--- src/rtl/arb_pkg.sv ---
// Shared constants and state type for the 8-way round-robin arbiter.
package arb_pkg;

  localparam int NUM_REQ = 8;
  localparam int IDX_W   = 3;

  typedef enum logic {
    IDLE  = 1'b0,
    GRANT = 1'b1
  } state_t;

endpackage

--- src/rtl/rr_pick.sv ---
// Combinational round-robin picker: first set request at or above ptr, wrapping 7->0.
module rr_pick
  import arb_pkg::*;
(
  input  logic [NUM_REQ-1:0] req,
  input  logic [IDX_W-1:0]   ptr,
  output logic [IDX_W-1:0]   idx,
  output logic               any
);

  logic [IDX_W-1:0] cand;

  // Scan offsets from farthest to nearest so the closest hit to ptr is kept last.
  always_comb begin
    idx  = '0;
    cand = '0;
    for (int i = NUM_REQ - 1; i >= 0; i--) begin
      cand = ptr + IDX_W'(i);
      if (req[cand]) begin
        idx = cand;
      end
    end
    any = |req;
  end

endmodule

--- src/rtl/rr_arbiter_8.sv ---
// 8-requester round-robin arbiter with hold-time limit, break-before-make release
// and a one-cycle timeout pulse for forced revokes.
module rr_arbiter_8
  import arb_pkg::*;
#(
  parameter int MAX_HOLD = 16
) (
  input  logic               clk,
  input  logic               rst_n,
  input  logic [NUM_REQ-1:0] req,
  input  logic               done,
  output logic [IDX_W-1:0]   grant_idx,
  output logic               grant_valid,
  output logic               timeout
);

  localparam logic [7:0] HOLD_LAST = 8'(MAX_HOLD - 1);

  state_t           state, state_nxt;
  logic [IDX_W-1:0] ptr, ptr_nxt;
  logic [IDX_W-1:0] idx_nxt;
  logic [7:0]       hold_cnt, hold_nxt;
  logic             timeout_nxt;

  logic [IDX_W-1:0] pick_idx;
  logic             pick_any;
  logic             hold_limit;
  logic             normal_release;

  rr_pick u_pick (
    .req (req),
    .ptr (ptr),
    .idx (pick_idx),
    .any (pick_any)
  );

  always_ff @(posedge clk or negedge rst_n) begin
    if (!rst_n) begin
      state     <= IDLE;
      grant_idx <= '0;
      ptr       <= '0;
      hold_cnt  <= '0;
      timeout   <= 1'b0;
    end else begin
      state     <= state_nxt;
      grant_idx <= idx_nxt;
      ptr       <= ptr_nxt;
      hold_cnt  <= hold_nxt;
      timeout   <= timeout_nxt;
    end
  end

  // A normal release (done or request dropped) takes precedence over the hold limit,
  // so timeout only fires when the limit is the sole cause.
  always_comb begin
    state_nxt      = state;
    idx_nxt        = grant_idx;
    ptr_nxt        = ptr;
    hold_nxt       = hold_cnt;
    timeout_nxt    = 1'b0;
    hold_limit     = (hold_cnt == HOLD_LAST);
    normal_release = done || !req[grant_idx];

    case (state)
      IDLE: begin
        if (pick_any) begin
          state_nxt = GRANT;
          idx_nxt   = pick_idx;
          hold_nxt  = '0;
        end
      end
      GRANT: begin
        if (normal_release || hold_limit) begin
          state_nxt   = IDLE;
          ptr_nxt     = grant_idx + IDX_W'(1);
          timeout_nxt = hold_limit && !normal_release;
        end else begin
          hold_nxt = hold_cnt + 8'd1;
        end
      end
      default: state_nxt = IDLE;
    endcase
  end

  // Derived straight from the state register so an async reset drops it at once.
  assign grant_valid = (state == GRANT);

endmodule

--- config.mk ---
export PLATFORM = sky130hd
export DESIGN_NAME = rr_arbiter_8
export DESIGN_NICKNAME = d
export VERILOG_FILES = /design/src/rtl/arb_pkg.sv /design/src/rtl/rr_pick.sv /design/src/rtl/rr_arbiter_8.sv
export SDC_FILE = /design/constraint.sdc
export NUM_CORES = 1
export LEC_CHECK = 0
export CAP_MARGIN = 20
export CORE_MARGIN = 3
export CORE_UTILIZATION = 68
export DETAILED_ROUTE_END_ITERATION = 16
export DONT_BUFFER_PORTS = 1
export PLACE_DENSITY = 0.95
export SYNTH_ARGS = -nofsm -noshare
export SYNTH_HDL_FRONTEND = slang
export SYNTH_SLANG_ARGS = --single-unit
--- constraint.sdc ---
create_clock -name clk -period 8.25 [get_ports clk]
set_clock_uncertainty 0.2 [all_clocks]
set_input_delay 2.0625 -clock clk [delete_from_list [all_inputs] [get_ports clk]]
set_output_delay 2.0625 -clock clk [all_outputs]
set_load 0.05 [all_outputs]
# After elaboration in Yosys (flattened, before gate mapping)
# Cells that the tools add are included.
totals:
  ff_bits: 16
  input_bits: 11
  output_inout_bits: 5
  elab_cells: 70
classes:
  add_sub_neg: 9
  magnitude_cmp: 9
  n_eq_ne: 3
  mux: 34
  bitwise: 1
  n_reduce_logical: 9
ops:
  columns: ["operator", "count"]
  rows:
  - ["< comparator 3 x 4 -> 1 bit (second input constant)", 9]
  - ["binary-select mux 1 bit (select 3 bit)", 9]
  - ["2-to-1 mux 3 bit", 8]
  - ["2-to-1 mux 8 bit", 2]
  - ["one-hot mux 8 bit (2 select lines)", 1]
  - ["2-to-1 mux 1 bit", 13]
  - ["adder 3 bit (second input constant)", 4]
  - ["adder 8 x 1 -> 8 bit (second input constant)", 1]
  - ["== test 8 x 4 -> 1 bit (second input constant)", 1]
  - ["OR reduction 8 bit", 1]
  - ["adder 3 x 1 -> 3 bit (second input constant)", 2]
  - ["adder 3 x 2 -> 3 bit (second input constant)", 2]
  - ["AND reduction 2 bit", 3]
  - ["!= test 2 bit (second input constant)", 2]
  - ["logical NOT 1 bit", 2]
  - ["logical OR 1 bit", 2]
  - ["one-hot mux 1 bit (2 select lines)", 1]
  - ["logical AND 1 bit", 1]
  - ["NOT 1 bit", 1]

# Longest topological paths before layout
# Gate-level depths: netlist of run 1.
depth:
  depth_word: 11
  ltp_mapped: 10
  ltp_nobuf: 8

# Modules after synthesis
# Synthesis of run 1 repeated with hierarchy kept, for this count alone.
unflattened:
  hier_cells: 189
  hier_area_um2: 1800.5
by_module_without_submodules:
  columns: ["mod", "n_inst", "cells_each", "area_per_inst_um2", "seq_area_each_um2"]
  rows:
  - ["rr_arbiter_8", 1, 104, 1008.5, 400.4]
  - ["rr_pick", 1, 85, 792.0, 0.0]

# Worst setup path before layout of run 1
# No wires, ideal clock.
synth_path:
  path_type: "input to register"
  startpoint: "input req[7]"
  endpoint: "register grant_idx[1]"
  setup_time_ns: 0.140
  arrival_time_ns: 3.470
  t_required_ns: 7.910
  path_slack_ns: 4.440
  stages: 6
  n_path_buf: 0
  path_cell_list: "mux4_2 > nand2_1 > o21ai_1 > or3_1 > a2111oi_2 > a221oi_2"
synth_via:
  elab_chain_cells: 10
  elab_cells_between_ends: 26
  classes_between: "mux (24); reduce/logical (2)"
synth_rtl:
  columns: ["element", "line", "rtl"]
  rows:
  - ["from (decl)", "rr_arbiter_8.sv:10", "input logic [NUM_REQ-1:0] req,"]
  - ["binary-select mux 1 bit (select 3 bit)", "rr_pick.sv:19", "if (req[cand]) begin"]
  - ["2-to-1 mux 1 bit (not written as such)", "rr_pick.sv:19", null]
  - ["2-to-1 mux 3 bit (8 in series)", "rr_pick.sv:19", null]
  - ["to (signal assigned)", "rr_arbiter_8.sv:46", "grant_idx <= idx_nxt;"]
  - ["to (decl)", "rr_arbiter_8.sv:12", "output logic [IDX_W-1:0] grant_idx,"]
# Several ways; a longest one is shown, not always the timed one. The select of a mux whose other input is x is not followed.
# A chain may end at the register's enable or synchronous reset.

# Final worst setup path of run 1
# Ends and elaborated chain as after synthesis.

==> results.ini, run 1 <==
[status]
outcome = finished, final reports clean

[floorplan]
die_w_um = 53.88
ios = 16
rows = 16
die_h_um = 53.88
start_util = 0.7561
fp.dieArea_um2 = 2903
fp.coreArea_um2 = 2062

[clocking]
ctsResizeCount = 0
cts_max_level = 1
clk_pin_slew_ns = 0.10
cts-buffers-inserted = 3
post_cts_buffers = 0
clkSinkCount = 16
clk_latency_ns = 0.29
cts_buffer_depth = 2
cts_tree = yes
root_buffer = clkbuf_4
ctsHoldBuffers = 0

[timing]
rsz0062_at_grt = false
timing.final.crit_share = 0.4469
setup_ws_ns = 4.563
slew_violations = 0
slew-limit-headroom = 0.5360
fin_tns_setup_ns = 0
tightest_slew_ns = 0.6960
finalSetupViolCount = 0
finalHoldViolCount = 0
min_period_ns = 3.687
clock.fmax_mhz = 271.2

[synthesis]
synth_warnings = 0
synthArstFlopShare = 1.000
ys_seq_area_frac = 0.2568
synthesis.nets = 178
netlist_instances = 163
synth.cell_area_um2 = 1559
ys_ff_latch = 16
synth_cell_type_count = 47
synth_area_per_cell_um2 = 9.564
synth-edff-count = 0
synth-main-ff-cell = dfrtp_1

[global_route]
grt_overflow = 0
first_global_vias = 1451
grt_use_met1 = 0.3943
use_met3 = 0.1025
grtUsageMet2 = 0.5161
grt_pass1_wl_mm = 6.617
grt_antenna_before_repair = 0
top_usage_layer = met2
track_usage = 0.3198
grt_max_degree = 18

[placed_design]
gp_congestion = 0.8480
io_buffers = 0
post_dp_cell_area_um2 = 1549
pre_cts_ws_ns = 4.300
post-place-cells = 183
dp_hpwl_mm = 2.960

[detailed_routing]
drtAntennaViolNets = 0
drt-pass1-iter-count = 5
routed_via_density = 7.481
route.detailed.drc = 0
wl_per_cell_um = 21.56
drt-total-wl_mm = 4.031
dr.first_iter.drc_count = 67
vias = 1399

[critical_path]
cp_cell_sequence = mux4_2 > nand2_1 > o21ai_1 > or3_1 > a2111oi_2 > a221oi_2
crit_fanout = 6
worst-path-stages = 6
startpoint_type = input port
crit_arrival_ns = 3.65
cp_num_buf_inv = 0
cp_slowest_cell = mux4_2
crit_path_end_kind = flop
crit_type = input port to flop
r2r_cells = 8
cp_top_family = compound AO/OA/AOI/OAI gates
worstPathRequired_ns = 8.21
max_stage_delay_ns = 0.50

[layout]
layout_common_cells = mux2i_1 (18), dfrtp_1 (16), nand2_1 (15), nor2_1 (13)
drive_gt1_frac = 0.1375
diodes = 0
final_cell_count_no_fill = 187
area_growth_pct = 1.685
fillers = 116
finalNetCount = 176
mostFrequentLayoutCell = mux2i_1
final_area_um2 = 1585

[hold_path]
min_path_cells = 1
hold_path.class = flop to flop

[job]
maxCapViolCount = 0

-- sequential cells by signal (all words and copies together) (netlist names) --
signal / cells
timeout: 1
ptr: 3
grant_idx: 3
grant_valid: 1
hold_cnt: 8
-- cell type report --
cell class	count	area (um^2)	share of cell area
tap	27	33.78	0.02131
inverter	6	22.52	0.01421
clock buffer	4	36.28	0.02289
multi-input combinational	134	1092	0.6890
sequential	16	400.4	0.2526
-- cell usage after synthesis, types with 2 or more instances --
| cell type | instances | share of area |
|---|---|---|
| nor2_1 | 13 | 0.031 |
| a21oi_1 | 9 | 0.029 |
| o211ai_1 | 2 | 0.0096 |
| mux4_2 | 7 | 0.10 |
| o221ai_1 | 4 | 0.022 |
| xor2_1 | 9 | 0.051 |
| a211oi_1 | 2 | 0.0096 |
| nor3b_1 | 2 | 0.0096 |
| and3_1 | 2 | 0.0080 |
| nand3_1 | 8 | 0.026 |
| inv_1 | 5 | 0.012 |
| xnor2_1 | 2 | 0.011 |
| a21boi_0 | 2 | 0.0096 |
| mux2i_1 | 18 | 0.12 |
| buf_4 | 2 | 0.0096 |
| a221o_1 | 2 | 0.013 |
| nand4_1 | 2 | 0.0080 |
| nor4_1 | 3 | 0.012 |
| clkbuf_1 | 2 | 0.0048 |
| buf_2 | 2 | 0.0064 |
| nand2_1 | 15 | 0.036 |
| mux2_2 | 3 | 0.022 |
| ha_1 | 4 | 0.032 |
| dfrtp_1 | 16 | 0.26 |
| o21ai_0 | 5 | 0.016 |
-- cell families after synthesis --
family / count (synthesis) / synth area share
DFF: 16 / 0.2568
muxes: 29 / 0.2552
AOI/OAI and AO/OA: 35 / 0.1677
xor gates and xnor gates: 12 / 0.07224
and+or+nand+nor: 54 / 0.1734
adders and majority gates: 4 / 0.03210
buffers and inverters: 13 / 0.04253
-- layer usage --
| layer | wire length [um] | share of wire |
|---|---|---|
| met1 | 1523 | 0.38 |
| met3 | 440 | 0.11 |
| met5 | 0 | 0 |
| met4 | 99 | 0.025 |
| met2 | 1968 | 0.49 |
-- final timing paths --
check	from	end	slack, ns
max	req[7]	grant_idx[1]	4.56
min	hold_cnt[7]	hold_cnt[7]	0.30
max reg2reg	ptr[0]	grant_idx[1]	4.61
min reg2reg	hold_cnt[7]	hold_cnt[7]	0.30
max in group asynchronous	rst_n	ptr[1]	6.52
min in group asynchronous	rst_n	hold_cnt[4]	1.25
-- metrics by stage --
stage / hold slack, ns / util
final: 0.3009 / 0.7688
after global routing: 0.3335 / 0.7688
after CTS: 0.2991 / 0.7688
after detailed placement: 0.2862 / 0.7512
after global placement: 0.2776 / 0.7512
after floorplan: 0.2535 / -
Power of run 1 is not shown: default switching activity piles up to over one toggle a cycle in this logic, so the estimate is an artifact.
==> run 2, diff against run 1 <==
--- a/config.mk
+++ b/config.mk
@@ -7,10 +7,10 @@
 export LEC_CHECK = 0
 export CAP_MARGIN = 20
 export CORE_MARGIN = 3
-export CORE_UTILIZATION = 68
+export CORE_UTILIZATION = 57
 export DETAILED_ROUTE_END_ITERATION = 16
 export DONT_BUFFER_PORTS = 1
-export PLACE_DENSITY = 0.95
+export PLACE_DENSITY = 0.86
 export SYNTH_ARGS = -nofsm -noshare
 export SYNTH_HDL_FRONTEND = slang
 export SYNTH_SLANG_ARGS = --single-unit
==> constraint.sdc (replaced) <==
create_clock -name clk -period 3.2 [get_ports clk]
set_clock_uncertainty 0.2 [all_clocks]
set_input_delay 0.8 -clock clk [delete_from_list [all_inputs] [get_ports clk]]
set_output_delay 0.8 -clock clk [all_outputs]
set_load 0.05 [all_outputs]
==> run 2 against run 1 <==
Against the previous run:
- count of clock-buffer cells in the layout unchanged
- wire length is 9.0% lower
- sequential share of layout area decreased by 0.57 points
- utilization decreased by 13 points
- global-route usage shrank 7.6 points
- sequential cell count unchanged
- final cell count rose by 3.7%
- non-clock buffer count rose by 4
- worst hold slack improved by 0.011 ns
- cell area grew 2.3%
- critical path depth grew 3
- largest cell class unchanged
==> results.ini, run 2 (synthesized netlist as in run 1, its figures left out) <==
[timing]
slew_violations = 0  ; unchanged
fin_tns_setup_ns = 0  ; unchanged
slew-limit-headroom = 0.4992  ; was 0.5360
finalSetupViolCount = 0  ; unchanged
min_period_ns = 2.767
timing.final.crit_share = 0.8646
tightest_slew_ns = 0.7512  ; was 0.6960 ns
rsz0062_at_grt = false  ; unchanged
finalHoldViolCount = 0  ; unchanged
clock.fmax_mhz = 361.4

[floorplan]
die_w_um = 58.30  ; was 53.88 um
fp.coreArea_um2 = 2545  ; was 2062 um^2
fp.dieArea_um2 = 3398  ; was 2903 um^2
die_h_um = 58.30  ; was 53.88 um
rows = 18  ; was 16
start_util = 0.6126  ; was 0.7561
ios = 16  ; unchanged

[critical_path]
crit_path_end_kind = flop  ; unchanged
r2r_start = ptr[0]  ; unchanged
crit_start = ptr[0]  ; was req[7]
crit_fanout = 10  ; was 6
startpoint_type = flop  ; was input port
cp_slowest_cell = ha_1  ; was mux4_2
crit_arrival_ns = 2.73  ; was 3.65 ns
cp_cell_sequence = inv_2 > ha_1 > buf_4 > mux2i_1 > mux2i_1 > o221ai_1 > nor2_1 > a2111oi_2 > a221oi_2  ; was mux4_2 > nand2_1 > o21ai_1 > or3_1 > a2111oi_2 > a221oi_2
worstPathRequired_ns = 3.16  ; was 8.21 ns
max_stage_delay_ns = 0.47  ; was 0.50 ns
cp_common_cell = mux2i_1
crit_type = flop to flop  ; was input port to flop

[layout]
finalNetCount = 180  ; was 176
fillers = 213  ; was 116
area_growth_pct = 4.013  ; was 1.685%
top_regs = hold_cnt x8, grant_idx x3, ptr x3  ; unchanged
layout_common_cells = mux2i_1 (18), dfrtp_1 (16), nand2_1 (15), nor2_1 (13)  ; unchanged
largest_register = hold_cnt  ; unchanged
mostFrequentLayoutCell = mux2i_1  ; unchanged
diodes = 0  ; unchanged
largest_register_ff_count = 8  ; unchanged
drive_gt1_frac = 0.1524  ; was 0.1375

[global_route]
grt_overflow = 0  ; unchanged
grt_max_degree = 17  ; was 18
track_usage = 0.2438  ; was 0.3198
grt_pass1_wl_mm = 6.486  ; was 6.617 mm
grt_antenna_before_repair = 0  ; unchanged
first_global_vias = 1392  ; was 1,451

[clocking]
root_buffer = clkbuf_4  ; unchanged
clkSinkCount = 16  ; unchanged
ctsResizeCount = 0  ; unchanged
clk_latency_ns = 0.28  ; was 0.29 ns
cts_tree = yes  ; unchanged
post_cts_buffers = 0  ; unchanged
clk_pin_slew_ns = 0.10  ; about the same
cts_max_level = 1  ; unchanged
cts-buffers-inserted = 3  ; unchanged
cts_buffer_depth = 2  ; unchanged

[placed_design]
dp_hpwl_mm = 2.831  ; was 2.960 mm
io_buffers = 0  ; unchanged
gp_congestion = 0.8918  ; was 0.8480

[detailed_routing]
drtAntennaViolNets = 0  ; unchanged
wl_per_cell_um = 18.90  ; was 21.56 um
routed_via_density = 6.887  ; was 7.481
vias = 1336  ; was 1,399
drt-total-wl_mm = 3.667  ; was 4.031 mm
drt-pass1-iter-count = 4  ; was 5
route.detailed.drc = 0  ; unchanged
dr.first_iter.drc_count = 80  ; was 67

[hold_path]
hold_path.class = flop to flop  ; unchanged
min_from = hold_cnt[0]  ; was hold_cnt[7]

[job]
maxCapViolCount = 0  ; unchanged

[status]
outcome = finished, final reports clean  ; unchanged

==> run 2: cell type report <==
| type | instances | area [um^2] | area share |
|---|---|---|---|
| inverters | 6 | 22.52 | 0.01389 |
| flip-flops and latches | 16 | 400.4 | 0.2469 |
| multi-input cells | 134 | 1092 | 0.6736 |
| well taps | 30 | 37.54 | 0.02315 |
| repair buffers | 4 | 32.53 | 0.02006 |
| clock buffers | 4 | 36.28 | 0.02238 |
==> run 2: layer usage <==
layer / wire (um) / GRT usage
met5: 0 / 0
met1: 1504 / 0.3035
met2: 1877 / 0.4131
met4: 99 / 0.1026
met3: 184 / 0.04605
==> run 2: final timing paths <==
| check | to | slack (ns) | depth (start not counted) |
|---|---|---|---|
| max | grant_idx[1] | 0.43 | 9 |
| min reg2reg | hold_cnt[0] | 0.31 | 1 |
| max reg2reg | grant_idx[1] | 0.43 | 9 |
| min | hold_cnt[0] | 0.31 | 1 |
| max in group asynchronous | grant_idx[0] | 1.56 | 1 |
| min in group asynchronous | grant_valid | 0.80 | 1 |
==> run 2: timing repair <==
action                                  4_1_cts  5_1_grt
endpoints found under the setup margin        0        0
endpoints found under the hold margin        16        0
hold buffers                                  1        0
==> run 2: through the flow <==
step,std cells,hold slack [ns],instance area (um^2),util,worst slack (ns)
final,194,0.3123,1622,0.6372,0.4332
after global routing,194,0.3339,1622,0.6372,0.2360
after CTS,194,0.3133,1622,0.6372,0.4441
after detailed placement,189,0.2970,1575,0.6190,0.4689
after global placement,189,0.2776,1575,0.6190,0.5083
after floorplan,163,0.2535,1559,-,0.5523
==> run 2: critical path: cells and delay by family (launching register included) <==
| family | cells | cell delay [ns] |
|---|---|---|
| AO/OA/AOI/OAI | 3 | 0.84 |
| adder cells (fa/ha/maj) | 1 | 0.47 |
| flip-flops | 1 | 0.37 |
| multiplexers | 2 | 0.36 |
| buffers and inverters | 2 | 0.31 |
| AND/OR/NAND/NOR | 1 | 0.10 |
Power of run 2 is left out for the same reason.
